$ cat config.mk
export PLATFORM = sky130hd
export DESIGN_NAME = axis_snoop_tx
export DESIGN_NICKNAME = d
export VERILOG_FILES = /design/src/rtl/axis_snoop_tx.sv
export SDC_FILE = /design/constraint.sdc
export NUM_CORES = 1
export LEC_CHECK = 0
export ABC_AREA = 1
export BUFFER_PORTS_ARGS = -buffer_cell sky130_fd_sc_hd__buf_2
export CAP_MARGIN = 20
export CORE_ASPECT_RATIO = 0.6
export CORE_MARGIN = 2
export CORE_UTILIZATION = 60
export CTS_BUF_LIST = sky130_fd_sc_hd__clkbuf_4 sky130_fd_sc_hd__clkbuf_8
export DETAILED_ROUTE_END_ITERATION = 12
export GPL_TIMING_DRIVEN = 1
export HOLD_SLACK_MARGIN = 0.08
export PLACE_DENSITY = 0.9
export REMOVE_ABC_BUFFERS = 1
export SLEW_MARGIN = 40
export SYNTH_ARGS = -nofsm -noshare
export SYNTH_HDL_FRONTEND = slang
export SYNTH_SLANG_ARGS = --single-unit
$ cat constraint.sdc
create_clock -name s00_axis_aclk -period 6.3 [get_ports s00_axis_aclk]
set_input_delay 1.26 -clock s00_axis_aclk [delete_from_list [all_inputs] [get_ports s00_axis_aclk]]
set_output_delay 1.26 -clock s00_axis_aclk [all_outputs]
set_load 0.05 [all_outputs]
$ cat src/rtl/axis_snoop_tx.sv
// Packs 32-bit samples into 64-bit AXI-Stream beats, frames them, and buffers them in a small FIFO.
// Beats that find the FIFO full are dropped and counted; the producer is never stalled.
module axis_snoop_tx #(
    parameter int C_M00_AXIS_TDATA_WIDTH = 64,
    parameter int FIFO_DEPTH             = 4,
    parameter int FRAME_BEATS            = 256
) (
    input  logic                              s00_axis_aclk,
    input  logic                              s00_axis_aresetn,
    input  logic                              sample_valid,
    input  logic [31:0]                       sample_data,
    input  logic                              flush,
    input  logic                              m00_axis_tready,
    output logic                              m00_axis_tvalid,
    output logic [C_M00_AXIS_TDATA_WIDTH-1:0] m00_axis_tdata,
    output logic [7:0]                        m00_axis_tkeep,
    output logic                              m00_axis_tlast,
    output logic [15:0]                       drop_count,
    output logic                              overflow
);
    localparam int PTR_W = (FIFO_DEPTH > 1) ? $clog2(FIFO_DEPTH) : 1;
    localparam int CNT_W = $clog2(FIFO_DEPTH + 1);
    localparam int FRM_W = (FRAME_BEATS > 1) ? $clog2(FRAME_BEATS) : 1;
    localparam int ENT_W = C_M00_AXIS_TDATA_WIDTH + 9;

    typedef enum logic {S_EMPTY, S_HALF} state_t;

    function automatic logic [15:0] sat_inc(input logic [15:0] v);
        return (v == 16'hFFFF) ? v : v + 16'd1;
    endfunction

    state_t                state_q, state_d;
    logic [31:0]           hold_q, hold_d;
    logic [FRM_W-1:0]      frm_q, frm_d;
    logic [PTR_W-1:0]      wr_q, rd_q;
    logic [CNT_W-1:0]      count_q, count_d;
    logic [15:0]           drop_q;
    logic                  ovf_q;
    logic [ENT_W-1:0]      mem_q [FIFO_DEPTH];

    logic                              push, flush_beat, push_last, accept, pop;
    logic [31:0]                       beat_lo, beat_hi;
    logic [7:0]                        push_keep;
    logic [C_M00_AXIS_TDATA_WIDTH-1:0] push_data;
    logic [ENT_W-1:0]                  head;

    // Pack FSM; flush is applied after the current cycle's sample has been taken.
    always_comb begin
        push       = 1'b0;
        flush_beat = 1'b0;
        beat_lo    = hold_q;
        beat_hi    = 32'h0;
        push_keep  = 8'hFF;
        state_d    = state_q;
        hold_d     = hold_q;
        case (state_q)
            S_EMPTY: begin
                if (sample_valid) begin
                    if (flush) begin
                        push       = 1'b1;
                        flush_beat = 1'b1;
                        beat_lo    = sample_data;
                        push_keep  = 8'h0F;
                    end else begin
                        hold_d  = sample_data;
                        state_d = S_HALF;
                    end
                end
            end
            S_HALF: begin
                if (sample_valid) begin
                    push       = 1'b1;
                    flush_beat = flush;
                    beat_hi    = sample_data;
                    state_d    = S_EMPTY;
                end else if (flush) begin
                    push       = 1'b1;
                    flush_beat = 1'b1;
                    push_keep  = 8'h0F;
                    state_d    = S_EMPTY;
                end
            end
            default: state_d = S_EMPTY;
        endcase
    end

    assign push_data = {beat_hi, beat_lo};
    assign push_last = flush_beat | (frm_q == FRM_W'(FRAME_BEATS - 1));
    assign pop       = m00_axis_tvalid & m00_axis_tready;
    // A full FIFO still takes a beat when the head leaves in the same cycle.
    assign accept    = push & ((count_q < CNT_W'(FIFO_DEPTH)) | pop);

    always_comb begin
        frm_d = frm_q;
        if (accept) frm_d = push_last ? '0 : frm_q + FRM_W'(1);
        count_d = count_q;
        if (accept && !pop)      count_d = count_q + CNT_W'(1);
        else if (!accept && pop) count_d = count_q - CNT_W'(1);
    end

    always_ff @(posedge s00_axis_aclk or negedge s00_axis_aresetn) begin
        if (!s00_axis_aresetn) begin
            state_q <= S_EMPTY;
            hold_q  <= 32'h0;
            frm_q   <= '0;
            wr_q    <= '0;
            rd_q    <= '0;
            count_q <= '0;
            drop_q  <= 16'h0;
            ovf_q   <= 1'b0;
        end else begin
            state_q <= state_d;
            hold_q  <= hold_d;
            frm_q   <= frm_d;
            count_q <= count_d;
            if (accept) wr_q <= wr_q + PTR_W'(1);
            if (pop)    rd_q <= rd_q + PTR_W'(1);
            if (push && !accept) begin
                drop_q <= sat_inc(drop_q);
                ovf_q  <= 1'b1;
            end
        end
    end

    always_ff @(posedge s00_axis_aclk) begin
        if (accept) mem_q[wr_q] <= {push_last, push_keep, push_data};
    end

    // Outputs are gated by occupancy so an empty (or reset) FIFO presents zeros.
    assign head            = mem_q[rd_q];
    assign m00_axis_tvalid = (count_q != '0);
    assign m00_axis_tdata  = m00_axis_tvalid ? head[C_M00_AXIS_TDATA_WIDTH-1:0] : '0;
    assign m00_axis_tkeep  = m00_axis_tvalid ? head[C_M00_AXIS_TDATA_WIDTH+7:C_M00_AXIS_TDATA_WIDTH] : 8'h0;
    assign m00_axis_tlast  = m00_axis_tvalid & head[ENT_W-1];
    assign drop_count      = drop_q;
    assign overflow        = ovf_q;
endmodule

* Word level (Yosys, flattened, before mapping)
Memory sizes are Yosys's and may differ from the RTL's.
Index checks and enable logic that the tools add are counted.
** Operators by class
- $add $sub $neg :: 6
- $lt $le $gt $ge :: 1
- Equality and inequality tests :: 2
- Multiplexer cells :: 26
- Bitwise operators :: 8
- Reductions and logical operators :: 9
** Operators by type and width (number)
- $mux W32 :: 5
- $mux W64 :: 1
- $mux W8 :: 5
- $add A16 B1 Y16 const B :: 1
- $eq A16 B16 Y1 const B :: 1
- $pmux W8 S2 :: 1
- $mux W1 :: 9
- $add A8 B1 Y8 const B :: 1
- $eq A8 B8 Y1 const B :: 1
- $mux W3 :: 2
- $pmux W1 S2 :: 3
- $add A2 B1 Y2 const B :: 2
- $add A3 B1 Y3 const B :: 1
- $and A1 B1 Y1 :: 3
- $logic_and A1 B1 Y1 :: 3
- $lt A3 B3 Y1 const B :: 1
- $not A1 Y1 :: 3
- $reduce_and A3 Y1 :: 1
- $reduce_bool A3 Y1 :: 1
- $sub A3 B1 Y3 const B :: 1
- $logic_not A1 Y1 :: 2
- $or A1 B1 Y1 :: 2
- $reduce_and A2 Y1 :: 1
- $reduce_bool A2 Y1 :: 1
** Storage, ports and cells
- Register bits :: 65
- Bits in writable memories :: 292
- Bits of input ports :: 37
- Output and inout bits :: 91
- Memories :: 1
** Memories
- mem_q :: words 4, bits a word 73, read ports 1, clocked after Yosys merged registers in 0, wr ports 1, line 39 : logic [ENT_W-1:0] mem_q [FIFO_DEPTH];

* Longest topological paths before layout
Gate-level depths: netlist (run 1).
- Depth in word-level cells :: 8
- Gate-level depth with buffers :: 11
- Gate-level depth less buffers :: 10

* Worst setup path before layout (run 1)
OpenSTA, ideal clock, no wires.
- Path type :: input-to-reg
- From :: input sample_valid
- To :: memory mem_q[0][0] (netlist name) (enable)
- Arrival :: 4362 ps
- Setup slack :: 1447 ps
- Cell stages on the path :: 4
- Path buffers :: 0
- Cells stage by stage :: o21ai_1 > nand2_1 > nand2_1 > nor2_1
** Between the ends
- Word-level cells in the longest chain between the ends :: 5
- Elaborated cells between the ends (all ways) :: 6
** RTL lines
- start: declaration :: line 10 : input logic sample_valid,
- $mux W1 (on tied branches) :: line 71, 58
- $pmux W1 S2 (*) :: line 56 : case (state_q)
- $and A1 B1 Y1 (*) :: line 91 : assign accept = push & ((count_q < CNT_W'(FIFO_DEPTH)) | pop);
- $mux W1 (*) :: line 126 : if (accept) mem_q[wr_q] <= {push_last, push_keep, push_data};
- $mux W1 (not written as such) (*) :: line 126
- end: declaration :: line 39
Mark *: on every way between the ends. The rest lies on a longest branch, timed or not.

* Final worst setup path (run 1)
- From :: register rd_q[0]
- To :: output m00_axis_tdata[51]
** Between the ends
- Word-level cells in the longest chain between the ends :: 2
** RTL lines
- start: declaration :: line 35 : logic [PTR_W-1:0] wr_q, rd_q;
- start signal: assignment :: line 117 : if (pop) rd_q <= rd_q + PTR_W'(1);
- $mem_v2 Z4 W73
- $mux W64 :: line 132 : assign m00_axis_tdata = m00_axis_tvalid ? head[C_M00_AXIS_TDATA_WIDTH-1:0] : '0;
- end: declaration :: line 15 : output logic [C_M00_AXIS_TDATA_WIDTH-1:0] m00_axis_tdata,
Every way passes these cells.

==> flow_metrics.env, run 1 <==
export IMPL_hp_start="overflow"
export IMPL_clkPwrFrac=0.205
export IMPL_grt_setup_unrepaired="false"
export IMPL_drt_iter0_markers=971
export IMPL_netlist_area_leader_share=0.5735
export IMPL_dpl_cell_area_um2=14680
export IMPL_die_w_um=199.9
export IMPL_combPwrFrac=0.444
export IMPL_synth_most_common_cell="nor2_1"
export IMPL_worstPathRequired_ps=5040
export IMPL_grt_use_met3=0.05094
export IMPL_root_buffer="clkbuf_8"
export IMPL_rows=42
export IMPL_worstSkewPairLatency_ps=580
export IMPL_vias=9950
export IMPL_wl_per_cell_um=18.60
export IMPL_setup_viol=0
export IMPL_p_seq_frac=0.352
export IMPL_synth_seq_cells=329
export IMPL_power_leakage_nw=6.073
export IMPL_cp_start_kind="flop"
export IMPL_synth_area_um2=13820
export IMPL_p_sw_mw=3.878
export IMPL_grt_busiest_layer="met2"
export IMPL_syn_to_final_growth_pct=13.10
export IMPL_cts_tree="done"
export IMPL_synth_compound_area_frac=0.1036
export IMPL_synth_top_family_by_area="simple AND/OR/NAND/NOR gates"
export IMPL_fmax_ghz=0.2080
export IMPL_fin_setup_tns_ps=0
export IMPL_arrival_ps=3550
export IMPL_grt_overflow=0
export IMPL_fillCellCount=1528
export IMPL_worstHoldPathType="reg -> reg"
export IMPL_portBuffers=127
export IMPL_timing_rr_start="rd_q[0]"
export IMPL_synth_edf_count=264
export IMPL_power_internal_mw=4.452
export IMPL_hold_slack_ps=477.6
export IMPL_avgSynthCellArea_um2=10.71
export IMPL_reg2reg_depth=4
export IMPL_finalMaxSlewViolations=0
export IMPL_crit_path_end_kind="output pin"
export IMPL_synth_common_cells="332 x nor2_1, 264 x edfxtp_1, 199 x o21ai_0"
export IMPL_gp_congestion=0.8600
export IMPL_antenna_found_initial=0
export IMPL_multi_input_area_um2=3700
export IMPL_drc_errors=0
export IMPL_grt_pass1_vias=9786
export IMPL_yosys_area_share_simple=0.1450
export IMPL_dp_hpwl_um=18660
export IMPL_synthXorXnorAreaFrac=0.006970
export IMPL_seqCellArea_um2=9559
export IMPL_drv_cap=0
export IMPL_cts_max_level=2
export IMPL_min_path_cells=1
export IMPL_yosysSeqAreaShare=0.6912
export IMPL_cts_resized=0
export IMPL_worstSetupPathType="reg -> out"
export IMPL_grt_pass1_wl_um=50770
export IMPL_ff2ff_setup_slack_ps=3450
export IMPL_ios=128
export IMPL_yosys_warnings=0
export IMPL_power_density_nw_per_um2=532.9
export IMPL_peakVddDrop_v=0.0004676
export IMPL_ys_top_cells_by_area="edfxtp_1 57%, dfrtp_1 12%, nor2_1 9.0%"
export IMPL_synth_cell_types=31
export IMPL_cts_num_sinks=329
export IMPL_layout_min_cycle_time_ps=4808
export IMPL_cts_buffers=46
export IMPL_hold_end="overflow"
export IMPL_track_usage=0.2746
export IMPL_path_clk_slew_ps=70
export IMPL_synth_mux_area_frac=0.0008147
export IMPL_tightest_slew_ps=871.1
export IMPL_synthCells=1291
export IMPL_ctsHoldBuffers=0
export IMPL_via_per_inst=5.689
export IMPL_yosys_area_share_adder=0.007785
export IMPL_nNetsFinal=1450
export IMPL_synth_top_flop_cell="edfxtp_1"
export IMPL_ant_nets=0
export IMPL_outcome="finished, final reports clean"
export IMPL_sw_frac_of_total=0.4655
export IMPL_dieArea_um2=24310
export IMPL_start_util=0.6189
export IMPL_die_h_um=121.6
export IMPL_drt_total_wl_um=32530
export IMPL_cts_buffer_depth=3
export IMPL_use_met2=0.4466
export IMPL_grt_start_max_net_pins=78
export IMPL_maxSlewHeadroom=0.4193
export IMPL_final_layout_size_suffix_gt1_frac=0.1693
export IMPL_use_met1=0.3803
export IMPL_r2r_end="rd_q[1]"
export IMPL_cp_max_fo=77
export IMPL_yosys_area_top_type="edfxtp_1"
export IMPL_hold_viol_final=0
export IMPL_instances_no_fill=1749
export IMPL_place_inst=1665
export IMPL_first_pass_iters=7
export IMPL_finalClockSkew_ps=20.56
export IMPL_postCtsSetupBuffers=0
export IMPL_period_share=0.7631
export IMPL_antenna_cells=0
export IMPL_async_flop_share=0.1976
export IMPL_core_area_um2=22330
export IMPL_postLayoutCellArea_um2=15630
==> cell type report <==
class / count / share of cell area
timing repair buffer: 143 / 0.05170
sequential: 329 / 0.6115
inverter: 63 / 0.01521
clock buffer: 73 / 0.05547
clock inverter: 11 / 0.004802
tap: 308 / 0.02465
multi-input combinational: 822 / 0.2367
==> worst max path at each step <==
| stage | from | slack, ps | end | cells past startpoint |
|---|---|---|---|---|
| 6_report | rd_q[0] | 1490 | m00_axis_tdata[51] | 5 |
| 5_1_grt | rd_q[0] | 1300 | m00_axis_tdata[55] | 5 |
| 4_1_cts | rd_q[0] | 1510 | m00_axis_tdata[51] | 5 |
| 3_5_place_dp | rd_q[0] | 2160 | m00_axis_tdata[55] | 5 |
| 3_3_place_gp | sample_valid | 2080 | mem_q[3][14] | 6 |
| 2_1_floorplan | count_q[1] | -2070 | m00_axis_tkeep[4] | 2 |
==> cell usage in the layout, fill, tap and decap left out, types with 2 or more instances in the layout <==
master,Yosys,routed
dfrtp_1,65,63
nand2_1,161,160
nand3b_1,2,2
o21ai_1,13,13
nor2_2,3,3
nand3_1,10,9
clkinv_2,0,4
inv_1,60,59
nand3_2,1,2
buf_2,28,126
inv_2,3,3
clkbuf_8,0,51
xnor2_1,6,6
buf_6,2,4
a21oi_1,71,71
buf_8,0,2
nand4_1,3,3
edfxtp_1,264,264
nor2_1,332,328
xor2_1,5,5
nand2_2,2,2
ha_1,7,7
o21ai_0,199,199
clkinv_1,0,6
nor2_4,1,5
clkbuf_4,0,22
buf_4,10,10
==> power by group through the flow <==
stage	Clock [mW]	Combinational (mW)	Sequential, mW
6_report	1.70	3.70	2.93
5_1_grt	1.81	3.94	2.96
4_1_cts	1.72	3.69	2.93
3_5_place_dp	0	3.67	2.97
3_3_place_gp	0	3.57	2.95
2_1_floorplan	0	2.55	3.08
==> critical path, stage by stage (launching register included) <==
cell	delay (ps)
dfrtp_4	850
clkinv_2	760
buf_4	600
o21ai_0	300
a21oi_1	160
buf_2	270
==> layer usage <==
layer | up-vias | routed length, µm
li1 | 4595 | -
met1 | 4818 | 13290
met2 | 485 | 15630
met3 | 52 | 2975
met4 | 0 | 646
met5 | - | 0
==> cells by family after synthesis <==
family          after synthesis
mux                           1
buf+inv                     140
xor+xnor                     11
flops                       329
fa+ha+maj                     8
simple gates                518
compound gates              284
==> sequential cells by signal, summed over array words and instances, names as in the netlist <==
signal,flops
drop_count,16
hold_q,32
mem_q,264
state_q,1
rd_q,2
overflow,1
wr_q,2
frm_q,8
count_q,3
==> metrics by stage <==
stage	power, mW	setup slack [ps]	utilization
final	8.331	1492	0.6999
after detailed placement	6.636	2156	0.6574
after CTS	8.336	1511	0.6996
after floorplan	5.627	-2067	-
after global routing	8.708	1298	0.6999
after global placement	6.521	2076	0.6543
Power figures use the tool's default switching activity.
==> run 2, diff against run 1 <==
==> constraint.sdc (replaced) <==
create_clock -name s00_axis_aclk -period 5 [get_ports s00_axis_aclk]
set_input_delay 1 -clock s00_axis_aclk [delete_from_list [all_inputs] [get_ports s00_axis_aclk]]
set_output_delay 1 -clock s00_axis_aclk [all_outputs]
set_load 0.05 [all_outputs]
==> run 2 against run 1 <==
Wire length is 3.2% lower. Register-to-register slack worse by 1300 ps. Combinational power is 26% higher. Global-route usage fell by 1.1 points. Critical path depth stayed put. Via count down 1.9%. Die area did not move. Largest power group unchanged.
==> flow_metrics.env, run 2 (same netlist as run 1, synthesis figures left out) <==
export IMPL_instances_no_fill=1752
export IMPL_r2r_end="count_q[2]"
export IMPL_worstSetupPathType="reg -> out"
export IMPL_start_util=0.6189
export IMPL_drt_iter0_markers=1056
export IMPL_cp_start_kind="flop"
export IMPL_path_clk_slew_ps=70
export IMPL_ff2ff_setup_slack_ps=2180
export IMPL_finalClockSkew_ps=17.12
export IMPL_dp_hpwl_um=17710
export IMPL_cts_buffer_depth=3
export IMPL_wl_per_cell_um=17.98
export IMPL_drc_errors=0
export IMPL_p_seq_frac=0.354
export IMPL_period_share=0.8438
export IMPL_cp_endpoint="m00_axis_tdata[58]"
export IMPL_syn_to_final_growth_pct=12.75
export IMPL_worstHoldPathType="in -> async"
export IMPL_ctsHoldBuffers=0
export IMPL_p_total_mw=10.39
export IMPL_final_layout_size_suffix_gt1_frac=0.1677
export IMPL_timing_rr_start="count_q[1]"
export IMPL_clkPwrFrac=0.196
export IMPL_seqCellArea_um2=9559
export IMPL_arrival_ps=3220
export IMPL_final_cell_mix="328 x nor2_1, 264 x edfxtp_1, 199 x o21ai_0, 160 x nand2_1, 126 x buf_2"
export IMPL_largest_register="mem_q"
export IMPL_power_leakage_nw=6.046
export IMPL_finalMaxSlewViolations=0
export IMPL_outcome="finished, final reports clean"
export IMPL_cts_buffers=45
export IMPL_postCtsSetupBuffers=0
export IMPL_core_area_um2=22330
export IMPL_largest_reg_flops=264
export IMPL_power_internal_mw=5.528
export IMPL_crit_path_end_kind="output pin"
export IMPL_fillCellCount=1520
export IMPL_finish_utilization=0.6978
export IMPL_multi_input_area_um2=3702
export IMPL_hold_viol_final=0
export IMPL_first_pass_iters=5
export IMPL_vias=9760
export IMPL_root_buffer="clkbuf_8"
export IMPL_cts_num_sinks=329
export IMPL_nNetsFinal=1451
export IMPL_sw_frac_of_total=0.4678
export IMPL_grt_pass1_vias=9338
export IMPL_cts_max_level=2
export IMPL_cts_resized=0
export IMPL_grt_setup_unrepaired="false"
export IMPL_reg2reg_depth=10
export IMPL_die_w_um=199.9
export IMPL_place_ws_ps=1447
export IMPL_layout_min_cycle_time_ps=4219
export IMPL_portBuffers=127
export IMPL_worstSkewPairLatency_ps=560
export IMPL_ant_nets=0
export IMPL_startpoint="rd_q[0]"
export IMPL_fmax_ghz=0.2370
export IMPL_power_density_nw_per_um2=666.5
export IMPL_via_per_inst=5.571
export IMPL_finalWorstSetupSlack_ps=780.9
export IMPL_grt_pass1_wl_um=48590
export IMPL_final_common_cell="nor2_1"
export IMPL_cts_tree="done"
export IMPL_maxSlewHeadroom=0.5170
export IMPL_setup_viol=0
export IMPL_p_sw_mw=4.859
export IMPL_cp_max_fo=87
export IMPL_drt_total_wl_um=31500
export IMPL_track_usage=0.2632
export IMPL_ios=128
export IMPL_drv_cap=0
export IMPL_grt_overflow=0
export IMPL_antenna_found_initial=1
export IMPL_rows=42
export IMPL_gp_congestion=0.8424
export IMPL_worstPathRequired_ps=4000
export IMPL_dieArea_um2=24310
export IMPL_fin_setup_tns_ps=0
export IMPL_grt_start_max_net_pins=88
export IMPL_peakVddDrop_v=0.0006498
export IMPL_place_inst=1666
export IMPL_combPwrFrac=0.450
export IMPL_die_h_um=121.6
export IMPL_tightest_slew_ps=724.5
[run 2: worst max-delay path, cell delays in order (launching register included)]
cell and delay (ps):
dfrtp_4 810, clkinv_2 670, buf_12 430, o21ai_0 250, a21oi_1 180, buf_2 280
[run 2: area by class of cell]
type	count	share of cell area
Sequential cell	329	0.6134
Clock inverter	15	0.004175
Inverter	63	0.01534
Clock buffer	69	0.05291
Timing Repair Buffer	145	0.05171
Tap cell	308	0.02473
Antenna cell	1	0.0001606
Multi-Input combinational cell	822	0.2376
[run 2: layer usage]
layer / vias to the layer above / GRT usage / wire (µm)
li1: 4591 / - / -
met1: 4587 / 0.3736 / 12790
met2: 516 / 0.4182 / 14620
met3: 66 / 0.04430 / 3377
met4: 0 / 0.09583 / 707
met5: - / 0 / 0
[run 2: worst min-delay path by stage]
stage | from | end
after global routing | s00_axis_aresetn | hold_q[11]
after global placement | overflow | overflow
after floorplan | hold_q[0] | hold_q[0]
after CTS | s00_axis_aresetn | hold_q[11]
after detailed placement | overflow | overflow
final | s00_axis_aresetn | hold_q[11]
[run 2: power groups by stage]
stage	clock network (mW)	registers, mW	logic (mW)
6_report	2.03	3.68	4.67
2_1_floorplan	0	3.88	3.21
4_1_cts	2.04	3.67	4.64
5_1_grt	2.17	3.72	4.97
3_3_place_gp	0	3.70	4.50
3_5_place_dp	0	3.73	4.61
[run 2: per-stage QoR]
step | hold slack [ps] | area (µm²)
final | 445.1 | 15580
after global routing | 501.9 | 15580
after CTS | 478.1 | 15560
after detailed placement | 454.3 | 14670
after global placement | 456.9 | 14660
after floorplan | 453.4 | 13440
==> run 3, diff against run 2 <==
--- a/config.mk
+++ b/config.mk
@@ -10,12 +10,12 @@
 export CAP_MARGIN = 20
 export CORE_ASPECT_RATIO = 0.6
 export CORE_MARGIN = 2
-export CORE_UTILIZATION = 60
+export CORE_UTILIZATION = 56
 export CTS_BUF_LIST = sky130_fd_sc_hd__clkbuf_4 sky130_fd_sc_hd__clkbuf_8
 export DETAILED_ROUTE_END_ITERATION = 12
 export GPL_TIMING_DRIVEN = 1
 export HOLD_SLACK_MARGIN = 0.08
-export PLACE_DENSITY = 0.9
+export PLACE_DENSITY = 0.89
 export REMOVE_ABC_BUFFERS = 1
 export SLEW_MARGIN = 40
 export SYNTH_ARGS = -nofsm -noshare
==> constraint.sdc (replaced) <==
create_clock -name s00_axis_aclk -period 3.85 [get_ports s00_axis_aclk]
set_input_delay 0.77 -clock s00_axis_aclk [delete_from_list [all_inputs] [get_ports s00_axis_aclk]]
set_output_delay 0.77 -clock s00_axis_aclk [all_outputs]
set_load 0.05 [all_outputs]
==> run 3 against run 2 <==
Critical path depth rose by 1. Hold slack got worse by 230 ps. Via count fell by 0.23%. First-iteration DRC count fell by 16%. Non-clock buffer count did not move. Total power rose by 34%. Combinational power rose by 32%.
==> flow_metrics.env, run 3 (same netlist as run 1, synthesis figures left out) <==
export IMPL_worst_path_max_delay_cell="buf_12"
export IMPL_wl_per_cell_um=17.52
export IMPL_cts_buffers=47
export IMPL_worstPathRequired_ps=3080
export IMPL_grt_start_max_net_pins=134
export IMPL_first_pass_iters=8
export IMPL_cp_max_fo=133
export IMPL_setup_viol=0
export IMPL_grt_overflow=0
export IMPL_clkPwrFrac=0.223
export IMPL_sw_frac_of_total=0.4536
export IMPL_postCtsSetupBuffers=0
export IMPL_crit_path_end_kind="output pin"
export IMPL_critical_path_most_common_cell="nor2_1"
export IMPL_vias=9738
export IMPL_grt_pass1_vias=9270
export IMPL_dieArea_um2=26000
export IMPL_finalClockSkew_ps=26.66
export IMPL_hold_viol_final=0
export IMPL_grt_setup_unrepaired="false"
export IMPL_worstSetupPathType="reg -> out"
export IMPL_die_w_um=206.8
export IMPL_largest_reg_flops=264
export IMPL_maxSlewHeadroom=0.4594
export IMPL_finish_utilization=0.6530
export IMPL_core_area_um2=24220
export IMPL_met2_length_um=14770
export IMPL_start_util=0.5706
export IMPL_final_layout_size_suffix_gt1_frac=0.1742
export IMPL_antenna_found_initial=1
export IMPL_via_per_inst=5.502
export IMPL_gp_congestion=0.8570
export IMPL_die_h_um=125.7
export IMPL_hold_slack_ps=210.2
export IMPL_cts_tree="done"
export IMPL_dp_hpwl_um=17540
export IMPL_rows=44
export IMPL_arrival_ps=2550
export IMPL_track_usage=0.2403
export IMPL_ios=128
export IMPL_max_stage_delay_ps=460
export IMPL_cts_num_sinks=329
export IMPL_cts_buffer_depth=3
export IMPL_cts_max_level=2
export IMPL_p_seq_frac=0.337
export IMPL_cp_start_kind="flop"
export IMPL_final_cell_mix="328 x nor2_1, 264 x edfxtp_1, 199 x o21ai_0, 160 x nand2_1, 126 x buf_2"
export IMPL_finalMaxSlewViolations=0
export IMPL_route_met3_wl_um=2773
export IMPL_period_share=0.8613
export IMPL_syn_to_final_growth_pct=14.44
export IMPL_peakVddDrop_v=0.0008415
export IMPL_power_density_nw_per_um2=882.2
export IMPL_root_buffer="clkbuf_8"
export IMPL_final_common_cell="nor2_1"
export IMPL_fillCellCount=1809
export IMPL_wl_met1_um=12930
export IMPL_power_internal_mw=7.625
export IMPL_power_leakage_nw=6.157
export IMPL_outcome="finished, final reports clean"
export IMPL_worstHoldPathType="in -> async"
export IMPL_portBuffers=127
export IMPL_drt_iter0_markers=887
export IMPL_tightest_slew_ps=809.9
export IMPL_nNetsFinal=1453
export IMPL_worstSkewPairLatency_ps=590
export IMPL_p_sw_mw=6.329
export IMPL_drc_errors=0
export IMPL_cts_resized=0
export IMPL_drv_cap=0
export IMPL_path_cells="buf_12, nor2_1, nor2_1, o21ai_0, a21oi_1, buf_2"
export IMPL_grt_pass1_wl_um=48020
export IMPL_combPwrFrac=0.440
export IMPL_ctsHoldBuffers=0
export IMPL_path_clk_slew_ps=60
export IMPL_top_layer="met4"
export IMPL_ant_nets=0
export IMPL_largest_register="mem_q"
export IMPL_layout_min_cycle_time_ps=3316
export IMPL_drt_total_wl_um=31020
export IMPL_fmax_ghz=0.3016
## run 3: changes by cell type in the layout (fill, tap and decap cells not counted), sizes merged
cell,previous run,this run
clkbuf,69,65
inv,61,63
bufinv,0,6
## run 3: stage by stage
stage	area, µm²	TNS [ps]	worst slack (ps)	power (mW)	cells
2_1_floorplan	13440	-376990	-4329	9.196	1214
3_3_place_gp	14710	0	1143	10.72	1680
3_5_place_dp	14720	0	1089	10.88	1680
4_1_cts	15800	0	530.3	13.98	1768
5_1_grt	15820	0	349.4	14.65	1769
6_report	15820	0	534.0	13.95	1770
## run 3: critical path: cells and delay by family (launching register included)
kind / cells / cell delay (ps)
compound gates: 2 / 410
simple gates: 2 / 220
buf+inv: 2 / 790
flops: 1 / 430
## run 3: worst paths after layout
| path | from | endpoint | slack [ps] | cells after the start |
|---|---|---|---|---|
| max reg2reg | count_q[2] | count_q[2] | 1300 | 10 |
| min reg2reg | overflow | overflow | 460 | 1 |
| max in group asynchronous | s00_axis_aresetn | rd_q[0] | 3110 | 1 |
| min | s00_axis_aresetn | drop_count[3] | 210 | 1 |
| min in group s00_axis_aclk | overflow | overflow | 460 | 1 |
| max | rd_q[0] | m00_axis_tdata[15] | 530 | 6 |
## run 3: per-layer routing
metal	global-route usage	vias to the layer above
met5	0	-
met4	0.07676	0
met3	0.05383	47
met2	0.3840	434
met1	0.3324	4658
li1	-	4599
## run 3: power by group through the flow
stage	Combinational [mW]	Sequential, mW	Clock [mW]
after floorplan	4.16	5.04	0
after global placement	5.98	4.73	0
after detailed placement	6.11	4.77	0
after CTS	6.13	4.70	3.15
after global routing	6.59	4.74	3.32
final	6.15	4.70	3.11
## run 3: final cells by class
cell class	instances	area, µm²	area share
sequential	329	9559	0.6043
multi-input combinational	822	3700	0.2339
timing repair buffer	145	839.6	0.05308
clock buffer	65	807.0	0.05102
tap	322	402.9	0.02547
clock inverter	23	266.5	0.01685
inverter	63	240.2	0.01519
antenna	1	2.502	0.0001582
